===== src/rtl/serial_chunk_adder_pkg.sv =====
// Shared definitions for the serial chunk adder: FSM state encoding and a
// helper that sizes the chunk counter.
package serial_chunk_adder_pkg;

    typedef enum logic [1:0] {
        ST_IDLE = 2'd0,
        ST_BUSY = 2'd1,
        ST_DONE = 2'd2
    } state_t;

    // Counter width for n chunks; never narrower than one bit.
    function automatic int cnt_width(input int n);
        return (n <= 1) ? 1 : $clog2(n);
    endfunction

endpackage


===== src/rtl/adder_chunk.sv =====
// CHUNK-bit combinational ripple slice built from full-adder stages, each
// made of two half_adder cells with the two carries ORed together.
module adder_chunk #(
    parameter int CHUNK = 1
) (
    input  logic [CHUNK-1:0] a,
    input  logic [CHUNK-1:0] b,
    input  logic             ci,
    output logic [CHUNK-1:0] s,
    output logic             co
);

    logic [CHUNK:0] carry;

    assign carry[0] = ci;

    for (genvar i = 0; i < CHUNK; i++) begin : g_stage
        logic hs;
        logic hc0;
        logic hc1;

        half_adder u_ha0 (
            .a (a[i]),
            .b (b[i]),
            .s (hs),
            .c (hc0)
        );

        half_adder u_ha1 (
            .a (hs),
            .b (carry[i]),
            .s (s[i]),
            .c (hc1)
        );

        assign carry[i+1] = hc0 | hc1;
    end

    assign co = carry[CHUNK];

endmodule


===== src/rtl/half_adder.sv =====
// Gate-level half adder cell: sum and carry of two bits.
module half_adder (
    input  logic a,
    input  logic b,
    output logic s,
    output logic c
);

    assign s = a ^ b;
    assign c = a & b;

endmodule


===== src/rtl/serial_chunk_adder.sv =====
// Multi-cycle adder: adds two WIDTH-bit operands plus carry-in, CHUNK bits
// per clock through one shared ripple slice, with a start/busy/done handshake.
module serial_chunk_adder
    import serial_chunk_adder_pkg::*;
#(
    parameter int WIDTH = 8,
    parameter int CHUNK = 1
) (
    input  logic             clk,
    input  logic             rst_n,
    input  logic             start,
    input  logic [WIDTH-1:0] a,
    input  logic [WIDTH-1:0] b,
    input  logic             cin,
    output logic             busy,
    output logic             done,
    output logic [WIDTH-1:0] sum,
    output logic             cout,
    output logic             ovf
);

    localparam int N  = WIDTH / CHUNK;
    localparam int CW = cnt_width(N);

    if (WIDTH < 1 || CHUNK < 1 || (WIDTH % CHUNK) != 0) begin : g_bad_params
        $error("serial_chunk_adder: WIDTH must be a positive multiple of CHUNK");
    end

    state_t           state_q;
    state_t           state_d;
    logic             load;
    logic             step;
    logic             last;

    logic [WIDTH-1:0] a_sh;
    logic [WIDTH-1:0] b_sh;
    logic [WIDTH-1:0] sum_sh;
    logic [WIDTH-1:0] sum_next;
    logic             a_msb;
    logic             b_msb;
    logic             carry_q;
    logic [CW-1:0]    cnt;

    logic [CHUNK-1:0] s_chunk;
    logic             co_chunk;

    adder_chunk #(
        .CHUNK (CHUNK)
    ) u_slice (
        .a  (a_sh[CHUNK-1:0]),
        .b  (b_sh[CHUNK-1:0]),
        .ci (carry_q),
        .s  (s_chunk),
        .co (co_chunk)
    );

    // Chunks enter at the top, so after N steps bit 0 holds the first chunk.
    assign sum_next = WIDTH'({s_chunk, sum_sh} >> CHUNK);
    assign last     = (cnt == CW'(N - 1));

    // NOTE: every signal written here gets a default first, so no path
    // through the case statement can leave one unassigned and infer a latch.
    always_comb begin
        state_d = state_q;
        load    = 1'b0;
        step    = 1'b0;
        unique case (state_q)
            ST_IDLE: begin
                if (start) begin
                    load    = 1'b1;
                    state_d = ST_BUSY;
                end
            end
            ST_BUSY: begin
                step = 1'b1;
                if (last) begin
                    state_d = ST_DONE;
                end
            end
            ST_DONE: begin
                if (start) begin
                    load    = 1'b1;
                    state_d = ST_BUSY;
                end else begin
                    state_d = ST_IDLE;
                end
            end
            default: state_d = ST_IDLE;
        endcase
    end

    // NOTE: sequential state uses non-blocking assignments so all registers
    // update from the same pre-edge values, independent of statement order.
    always_ff @(posedge clk or negedge rst_n) begin
        if (!rst_n) begin
            state_q <= ST_IDLE;
            busy    <= 1'b0;
            done    <= 1'b0;
        end else begin
            state_q <= state_d;
            busy    <= (state_d == ST_BUSY);
            done    <= (state_d == ST_DONE);
        end
    end

    // NOTE: the datapath registers are cleared on reset as well, so an aborted
    // operation leaves no stale operands or partial sums behind.
    always_ff @(posedge clk or negedge rst_n) begin
        if (!rst_n) begin
            a_sh    <= '0;
            b_sh    <= '0;
            sum_sh  <= '0;
            a_msb   <= 1'b0;
            b_msb   <= 1'b0;
            carry_q <= 1'b0;
            cnt     <= '0;
            sum     <= '0;
            cout    <= 1'b0;
            ovf     <= 1'b0;
        end else if (load) begin
            a_sh    <= a;
            b_sh    <= b;
            sum_sh  <= '0;
            a_msb   <= a[WIDTH-1];
            b_msb   <= b[WIDTH-1];
            carry_q <= cin;
            cnt     <= '0;
        end else if (step) begin
            a_sh    <= a_sh >> CHUNK;
            b_sh    <= b_sh >> CHUNK;
            sum_sh  <= sum_next;
            carry_q <= co_chunk;
            cnt     <= cnt + CW'(1);
            // Visible results change only when the final chunk lands.
            if (last) begin
                sum  <= sum_next;
                cout <= co_chunk;
                ovf  <= (a_msb == b_msb) && (sum_next[WIDTH-1] != a_msb);
            end
        end
    end

endmodule


===== config.mk =====
export PLATFORM = sky130hd
export DESIGN_NAME = serial_chunk_adder
export DESIGN_NICKNAME = d
export VERILOG_FILES = /design/src/rtl/serial_chunk_adder_pkg.sv /design/src/rtl/adder_chunk.sv /design/src/rtl/half_adder.sv /design/src/rtl/serial_chunk_adder.sv
export SDC_FILE = /design/constraint.sdc
export NUM_CORES = 1
export LEC_CHECK = 0
export BUFFER_PORTS_ARGS = -buffer_cell sky130_fd_sc_hd__buf_2
export CORE_MARGIN = 2
export CORE_UTILIZATION = 30
export CTS_CLUSTER_SIZE = 8
export DETAILED_ROUTE_END_ITERATION = 7
export PLACE_DENSITY = 0.51
export REMOVE_ABC_BUFFERS = 1
export SLEW_MARGIN = 20
export SYNTH_ARGS = -nofsm -noshare
export SYNTH_HDL_FRONTEND = slang
export SYNTH_HIERARCHICAL = 1
export SYNTH_SLANG_ARGS = --single-unit

===== constraint.sdc =====
create_clock -name clk -period 3.7 [get_ports clk]
set_clock_uncertainty 0.1 [all_clocks]
set_input_delay 0.37 -clock clk [delete_from_list [all_inputs] [get_ports clk]]
set_output_delay 0.37 -clock clk [all_outputs]
set_load 0.005 [all_outputs]

After elaboration in Yosys (flattened, before gate mapping)

Cells that the tools add are included.

Add/sub/neg operators: 1
Equal/unequal tests: 7
Multiplexer cells: 17
Bitwise logic cells: 6
Reduce and logical (&&, ||, !) cells: 5

Operator list:

| operator              | number |
|---|---|
| $mux W8               | 6 |
| $mux W1               | 6 |
| $mux W3               | 2 |
| $pmux W2 S3           | 1 |
| $eq A2 B1 Y1 const B  | 2 |
| $eq A2 B2 Y1 const B  | 2 |
| $mux W2               | 2 |
| $add A3 B1 Y3 const B | 1 |
| $eq A3 B3 Y1 const B  | 1 |
| $reduce_and A3 Y1     | 1 |
| $and A1 B1 Y1         | 2 |
| $logic_not A2 Y1      | 1 |
| $reduce_bool A2 Y1    | 1 |
| $reduce_or A2 Y1      | 1 |
| $xor A1 B1 Y1         | 2 |
| $eq A1 B1 Y1          | 1 |
| $logic_and A1 B1 Y1   | 1 |
| $ne A1 B1 Y1          | 1 |
| $not A1 Y1            | 1 |
| $or A1 B1 Y1          | 1 |

Bits in registers: 44
Input bits: 20
Output and inout port bits: 12
Word-level logic and storage cells: 49

Depth between registers and ports, before layout

Gate-level depths: netlist (run 1).

Depth in word-level cells: 5
Mapped depth: 6
Mapped depth without buffers: 5

Hierarchy

Netlist (run 1), hierarchy kept.

By module, submodules not included:

| module             | times used | cells an instance | area each (um^2) | sequential area each (um^2) |
|---|---|---|---|---|
| serial_chunk_adder | 1          | 135               | 1740.4           | 1076.0 |
| half_adder         | 2          | 1                 | 12.5             | 0.0 |
| adder_chunk        | 1          | 1                 | 6.3              | 0.0 |

Worst setup path after synthesis (run 1)

No wires, ideal clock.

Path kind: flip-flop to flip-flop
Start point: reg cnt[0]
End point: reg sum[0]
Library setup time: 125 ps
Arrival time: 1439 ps
Data required time: 3475 ps
Path slack: 2037 ps
Stages on the path, launching flop included: 6
Buffers on the path: 1
Clock period less this slack: 1663 ps
Cell sequence: dfrtp_1 ha_1 ha_1 nand3b_1 buf_2 mux2_2

Word-level cells in the longest chain between the ends: 2

RTL lines:

| what                        | line                      | text |
|---|---|---|
| from (decl)                 | serial_chunk_adder.sv:42  | `logic [CW-1:0] cnt;` |
| from (signal assigned)      | serial_chunk_adder.sv:133 | `cnt <= cnt + CW'(1);` |
| $eq A3 B3 Y1                | serial_chunk_adder.sv:59  | `assign last = (cnt == CW'(N - 1));` |
| $reduce_and A3 Y1 (no line) | n/a                       |  |
| to (signal assigned)        | serial_chunk_adder.sv:136 | `sum <= sum_next;` |
| to (decl)                   | serial_chunk_adder.sv:17  | `output logic [WIDTH-1:0] sum,` |

No other way between the ends.
A chain may end at the register's enable or synchronous reset.

Worst setup path after layout (run 1)

Start point: reg state_q[0]
End point: reg cnt[0]

Word-level cells in the longest chain between the ends: 4
Elaborated cells between the ends (all ways): 8
Classes of those cells: 2 x eq/ne; 3 x mux; 3 x reduce/logical

RTL lines:

| what                                             | line                      | text |
|---|---|---|
| from (decl)                                      | serial_chunk_adder.sv:29  | `state_t state_q;` |
| from (signal assigned)                           | serial_chunk_adder.sv:100 | `state_q <= state_d;` |
| $eq A2 B2 Y1 or $logic_not A2 Y1 (tied branches) | serial_chunk_adder.sv:67  | `unique case (state_q)` |
| $reduce_or A2 Y1 (no line)                       | n/a                       |  |
| $mux W1                                          | n/a                       |  |
| $mux W3 or $reduce_bool A2 Y1 (tied branches)    | n/a                       |  |

Parallel ways exist; a longest one is shown, timed or not.

==> out/results.tsv, run 1 <==
stage	metric	value	unit
setup_path	cp_slowest_cell	and2b_1	
power_and_ir_drop	power_density	844.0	mW/mm^2
timing	fin_crit_sh	0.5363	
power_and_ir_drop	ir_worst_vdd	0.3392	mV
detailed_routing	first_pass_iters	4	
detailed_routing	avgViaCountPerCell	4.618	
grt	grt_pass1_vias	1210	
finish	n_antenna_cell	0	
place	dp.cells	234	
setup_path	crit_type	register to register	
floorplan	die-area	0.006537	sq mm
grt	grt.met3_usage	0.03000	
clock_network	cts_tree	built	
run	max_cap_violations	0	
finish	fin_nets	193	
place	dp_hpwl	2171	microns
setup_path	crit_required	3.78	ns
timing	max_freq	0.5040	GHz
grt	grt_use_met2	0.1744	
yosys	synth_cells	138	
grt	antenna_found_initial	0	
clock_network	cts_buffer_depth	2	
grt	met1_usage	0.1443	
power_and_ir_drop	p_leak	1.077	nW
timing	fin_crit	1.984	ns
floorplan	ios	32	
floorplan	start_util	0.3159	
setup_path	critical_path.top_delay_family	simple AND/OR/NAND/NOR gates	
floorplan	die_x	80.85	microns
floorplan	row_count	27	
grt	grt_max_degree	44	
yosys	ys_seq_area_frac	0.6073	
detailed_routing	routed_wl	3187	microns
timing	setup_viol	0	
grt	grtUsageTotal	0.1086	
grt	top_usage_layer	met2	
floorplan	die_h	80.85	microns
timing	worst_pin_slew	0.9595	ns
timing	tns	0	ns
detailed_routing	post_drt_wl_per_cell	13.22	microns
setup_path	path_buf_inv	0	
finish	fin_cells	241	
worst_hold_path	hp-class	input pin to async pin	
timing	rsz0062_at_grt	no	
yosys	yosys.area.top_type_share	0.6073	
yosys	synthesis.area	0.001772	sq mm
detailed_routing	antenna_left	0	
timing	slew_headroom	0.3604	
finish	seqCellArea	0.001076	sq mm
timing	finalHoldViolCount	0	
grt	gr-total-overflow	0	
setup_path	worstPathMaxFanout	30	
clock_network	cts-resized-gates	0	
clock_network	cts_hold_buffers	0	
setup_path	startpoint_type	register	
clock_network	clock_latency	0.29	ns
setup_path	crit_start	state_q[0]	
place	port_buffers	31	
floorplan	core_area	0.005608	sq mm
setup_path	end_kind	register	
finish	drive_above_1_share	0.3018	
yosys	synthDistinctLibCells	23	
finish	syn_to_final_growth	16.38	%
clock_network	htreeDepth	2	
clock_network	cts.sinks	43	
grt	grt_pass1_wl	5478	microns
setup_path	crit_path_cell_trace	and2b_1, nor2_4, mux2_2	
detailed_routing	drcViolationCount	0	
setup_path	max_stage_delay	0.83	ns
yosys	yosysWarnings	6	
setup_path	reg2reg_from	state_q[0]	
timing	drv_slew	0	
clock_network	root_buffer	clkbuf_8	
setup_path	arrival	2.06	ns
finish	multiInputGateArea	634.4	sq um
detailed_routing	drt_iter0_markers	39	
yosys	synth.ff_latch_count	43	
finish	fillCellCount	585	
clock_network	cts_made_buffers	5	
place	gp_congestion	0.7070	
yosys	synthTopCellsByArea	dfrtp_1, a22o_1, mux2_2, mux2i_1, nand2_1	
setup_path	rrSetupSlack	1.72	ns
yosys	yosys.area.top_type	dfrtp_1	
clock_network	path_clk_slew	0.08	ns
detailed_routing	vias	1113	
yosys	avgSynthCellArea	12.84	sq um
clock_network	post_cts_buffers	0	
run_status	outcome	completed	
## per-layer routing
layer,part of all wire,wire [microns]
met4,0.0056,18
met5,0,0
met1,0.48,1543
met3,0.060,190
met2,0.45,1435
## state kept, by name, summed over array words and instances (netlist names), 2 cells and up
name,flops
sum,8
sum_sh,7
cnt,3
state_q,2
b_sh,8
a_sh,8
## placed cells by master (no fill, tap or decap)
cell type,Yosys,routed
nand2_1,17,17
nor2b_2,0,1
mux2_2,10,10
dfrtp_1,43,43
a21oi_1,1,1
buf_4,3,1
and2b_1,1,1
mux2i_1,10,10
ha_1,4,4
buf_2,3,31
nor2_1,1,1
o21ai_1,9,9
or2_1,1,1
o21ai_0,4,4
nand3b_1,1,1
inv_1,3,3
and3b_1,1,1
a21o_1,5,5
nand2b_1,1,1
clkinv_2,0,1
a22o_1,16,16
clkbuf_8,0,6
nor2_4,1,1
## final cells by class
| type | instances | share of cell area |
|---|---|---|
| Multi-Input combinational cell | 84 | 0.3076 |
| Clock buffer | 6 | 0.04005 |
| Clock inverter | 1 | 0.002427 |
| Inverter | 3 | 0.005461 |
| Timing Repair Buffer | 32 | 0.07888 |
| Sequential cell | 43 | 0.5218 |
| Tap cell | 72 | 0.04369 |
## final timing paths
path,endpoint,cells after the start
max,cnt[0],3
min,sum[6],1
max reg2reg,cnt[0],3
min reg2reg,b_sh[0],1
max in group asynchronous,b_sh[6],1
min in group clk,a_sh[3],3
## synthesized netlist by cell type
library cell	count
dfrtp_1	43
nand2_1	17
a22o_1	16
mux2_2	10
mux2i_1	10
o21ai_1	9
a21o_1	5
ha_1	4
o21ai_0	4
buf_2	3
buf_4	3
inv_1	3
a21oi_1	1
and2b_1	1
and3b_1	1
buf_6	1
clkbuf_1	1
nand2b_1	1
nand3b_1	1
nor2_1	1
nor2_4	1
nor2b_1	1
or2_1	1
## cells by family (layout without fill, tap and decap cells)
| group | Yosys count | in the layout | share of synthesized area |
|---|---|---|---|
| flip-flops | 43 | 43 | 0.6073 |
| AO/OA/AOI/OAI | 35 | 35 | 0.1398 |
| AND/OR/NAND/NOR | 25 | 25 | 0.06851 |
| multiplexers | 20 | 20 | 0.1201 |
| buffers and inverters | 11 | 42 | 0.03601 |
| adder cells (fa/ha/maj) | 4 | 4 | 0.02825 |
## stage by stage
stage          hold WS [ns]  setup slack (ns)  total power [mW]  instance area [sq um]    util
2_1_floorplan      -0.02559             1.253             1.252                   1719       -
3_3_place_gp         0.3620             1.744             1.434                   1974  0.3521
3_5_place_dp         0.3710             1.697             1.466                   1974  0.3521
4_1_cts              0.1522             1.701             1.775                   2062  0.3677
5_1_grt              0.1928             1.569             1.892                   2062  0.3677
6_report             0.1220             1.716             1.740                   2062  0.3677
## power breakdown
part	internal (mW)	switching (mW)	total, mW
Clock	0.146	0.147	0.294
Combinational	0.340	0.315	0.654
Sequential	0.679	0.113	0.792
Total	1.17	0.575	1.74
Note: power is estimated with default switching activity, not from simulation.
==> run 2: changes to the inputs <==
==> constraint.sdc (replaced) <==
create_clock -name clk -period 2 [get_ports clk]
set_clock_uncertainty 0.1 [all_clocks]
set_input_delay 0.2 -clock clk [delete_from_list [all_inputs] [get_ports clk]]
set_output_delay 0.2 -clock clk [all_outputs]
set_load 0.005 [all_outputs]
==> run 2 against run 1 <==
  * Utilization up 1.1 points
  * Wire length down 3.6%
  * Critical path depth up 2
  * Combinational power up 88%
  * Count of clock-buffer cells in the layout up 2
  * First-iteration DRC count down 10%
==> out/results.tsv, run 2 (synthesis results as in run 1) <==
stage	metric	value	unit	change
floorplan	start_util	0.3159		unchanged
timing	slew_headroom	0.4815		was 0.3604
clock_network	post_cts_buffers	0		unchanged
place	port_buffers	31		unchanged
grt	grt_pass1_vias	1136		was 1210
setup_path	crit_required	2.08	ns	was 3.78 ns
power_and_ir_drop	power_density	1544	mW/mm^2	was 844.0 mW/mm^2
floorplan	core_area	0.005608	sq mm	unchanged
timing	fin_crit	1.681	ns	was 1.984 ns
setup_path	crit_type	register to register		unchanged
clock_network	clock_latency	0.28	ns	was 0.29 ns
setup_path	rrSetupSlack	0.32	ns	was 1.72 ns
timing	drv_slew	0		unchanged
floorplan	ios	32		unchanged
worst_hold_path	hp-start	b[2]		
clock_network	cts.sinks	43		unchanged
timing	max_freq	0.5950	GHz	was 0.5040 GHz
place	dp_hpwl	2203	microns	was 2171 microns
setup_path	arrival	1.76	ns	was 2.06 ns
clock_network	path_clk_slew	0.07	ns	was 0.08 ns
finish	multiInputGateArea	634.4	sq um	unchanged
finish	final_common_cell	dfrtp_1		unchanged
timing	rsz0062_at_grt	no		unchanged
power_and_ir_drop	ir_worst_vdd	0.4611	mV	was 0.3392 mV
finish	fin_nets	199		was 193
finish	syn_to_final_growth	19.77	%	was 16.38%
finish	mostFrequentLayoutCells	dfrtp_1, buf_2, nand2_1, a22o_1		unchanged
place	placed_cell_area	0.002012	sq mm	was 0.001974 sq mm
worst_hold_path	hp-class	input pin to register		was input pin to async pin
detailed_routing	routed_wl	3071	microns	was 3187 microns
grt	grt_pass1_wl	5278	microns	was 5478 microns
run_status	outcome	completed		unchanged
setup_path	cp_common_cell	ha_1		
grt	grt_max_degree	37		was 44
finish	drive_above_1_share	0.3182		was 0.3018
setup_path	ff2ff_path_depth	5		was 3
detailed_routing	avgViaCountPerCell	4.540		was 4.618
clock_network	htreeDepth	2		unchanged
detailed_routing	post_drt_wl_per_cell	12.38	microns	was 13.22 microns
setup_path	startpoint_type	register		unchanged
setup_path	cp_slowest_cell	dfrtp_1		was and2b_1
detailed_routing	vias	1126		was 1113
setup_path	rr_endpoint	carry_q		was cnt[0]
clock_network	cts_buffer_depth	2		unchanged
grt	gr-total-overflow	0		unchanged
finish	fillCellCount	589		was 585
power_and_ir_drop	p_leak	1.109	nW	was 1.077 nW
floorplan	die_x	80.85	microns	unchanged
setup_path	max_stage_delay	0.39	ns	was 0.83 ns
worst_hold_path	whs_path_depth	3		
run	max_cap_violations	0		unchanged
detailed_routing	first_pass_iters	4		unchanged
floorplan	row_count	27		unchanged
timing	fin_crit_sh	0.8403		was 0.5363
detailed_routing	antenna_left	0		unchanged
setup_path	worstPathMaxFanout	2		was 30
detailed_routing	drt_iter0_markers	35		was 39
grt	antenna_found_initial	0		unchanged
finish	top_regs	a_sh (8), b_sh (8), sum (8)		unchanged
timing	finalHoldViolCount	0		unchanged
timing	worst_pin_slew	0.7778	ns	was 0.9595 ns
setup_path	critical_path.top_delay_family	adder cells		was simple AND/OR/NAND/NOR gates
clock_network	cts_made_buffers	5		unchanged
finish	n_antenna_cell	0		unchanged
detailed_routing	drcViolationCount	0		unchanged
finish	final_util	0.3784		was 0.3677
setup_path	reg2reg_from	a_sh[0]		was state_q[0]
clock_network	cts_tree	built		unchanged
setup_path	cp.depth	5		was 3
finish	seqCellArea	0.001076	sq mm	unchanged
setup_path	path_buf_inv	0		unchanged
worst_hold_path	hold_path_end	b_sh[2]		
setup_path	end_kind	register		unchanged
setup_path	crit_path_cell_trace	ha_1, ha_1, or2_1, a22o_1, a21o_1		was and2b_1, nor2_4, mux2_2
grt	grtUsageTotal	0.1053		was 0.1086
place	gp_congestion	0.6959		was 0.7070
clock_network	root_buffer	clkbuf_8		unchanged
floorplan	die-area	0.006537	sq mm	unchanged
timing	setup_viol	0		unchanged
floorplan	die_h	80.85	microns	unchanged
finish	finalInstanceArea	0.002122	sq mm	was 0.002062 sq mm
==> run 2: cell types whose count changed in the layout (fill, tap and decap cells not counted) <==
| cell | before | now |
|---|---|---|
| clkbuf_1 | 0 | 1 |
| dlygate4sd3_1 | 0 | 1 |
| clkbuf_8 | 6 | 7 |
| buf_4 | 1 | 6 |
| clkinv_2 | 1 | 0 |
==> run 2: through the flow <==
stage / hold slack [ns] / setup TNS, ns / setup slack, ns / power (mW) / cells
3_3_place_gp: 0.2190 / 0 / 0.3704 / 2.675 / 239
5_1_grt: 0.01050 / 0 / 0.2366 / 3.567 / 248
6_report: 0.01416 / 0 / 0.3193 / 3.276 / 248
2_1_floorplan: -0.1956 / -9.067 / -0.4467 / 2.317 / 130
4_1_cts: 0.007891 / 0 / 0.3181 / 3.335 / 248
3_5_place_dp: 0.2248 / 0 / 0.3294 / 2.744 / 239
==> run 2: how the worst max path moves through the flow <==
stage | startpoint | end | slack [ns]
finish | a_sh[0] | carry_q | 0.32
floorplan | state_q[0] | cnt[0] | -0.45
CTS | a_sh[0] | carry_q | 0.32
global route | state_q[0] | a_sh[1] | 0.24
detailed placement | a_sh[0] | carry_q | 0.33
global placement | a_sh[0] | carry_q | 0.37
==> run 2: repair_timing <==
action | 4_1_cts | 5_1_grt
endpoints found under the hold margin | 35 | 0
resized for setup | 0 | 0
endpoints found under the setup margin | 0 | 0
hold buffers | 1 | 0
==> run 2: layer usage <==
layer / wire, microns / GRT usage
met2: 1352 / 0.1653
met3: 192 / 0.03667
met1: 1494 / 0.1355
met5: 0 / 0
met4: 31 / 0.03559
==> run 2: power by group <==
group	total, mW	switching, mW	internal (mW)
registers	1.47	0.209	1.26
logic	1.23	0.576	0.656
clock network	0.579	0.264	0.315
==> run 2: worst reg2reg max path: stages, from the launching register on <==
cell,delay (ns)
dfrtp_1,0.39
ha_1,0.30
ha_1,0.20
or2_1,0.24
a22o_1,0.21
a21o_1,0.15
==> run 2: cell type report <==
| type | count | area share |
|---|---|---|
| Sequential cell | 43 | 0.5071 |
| Timing Repair Buffer | 38 | 0.09906 |
| Clock buffer | 8 | 0.04717 |
| Tap cell | 72 | 0.04245 |
| Inverter | 3 | 0.005307 |
| Multi-Input combinational cell | 84 | 0.2989 |
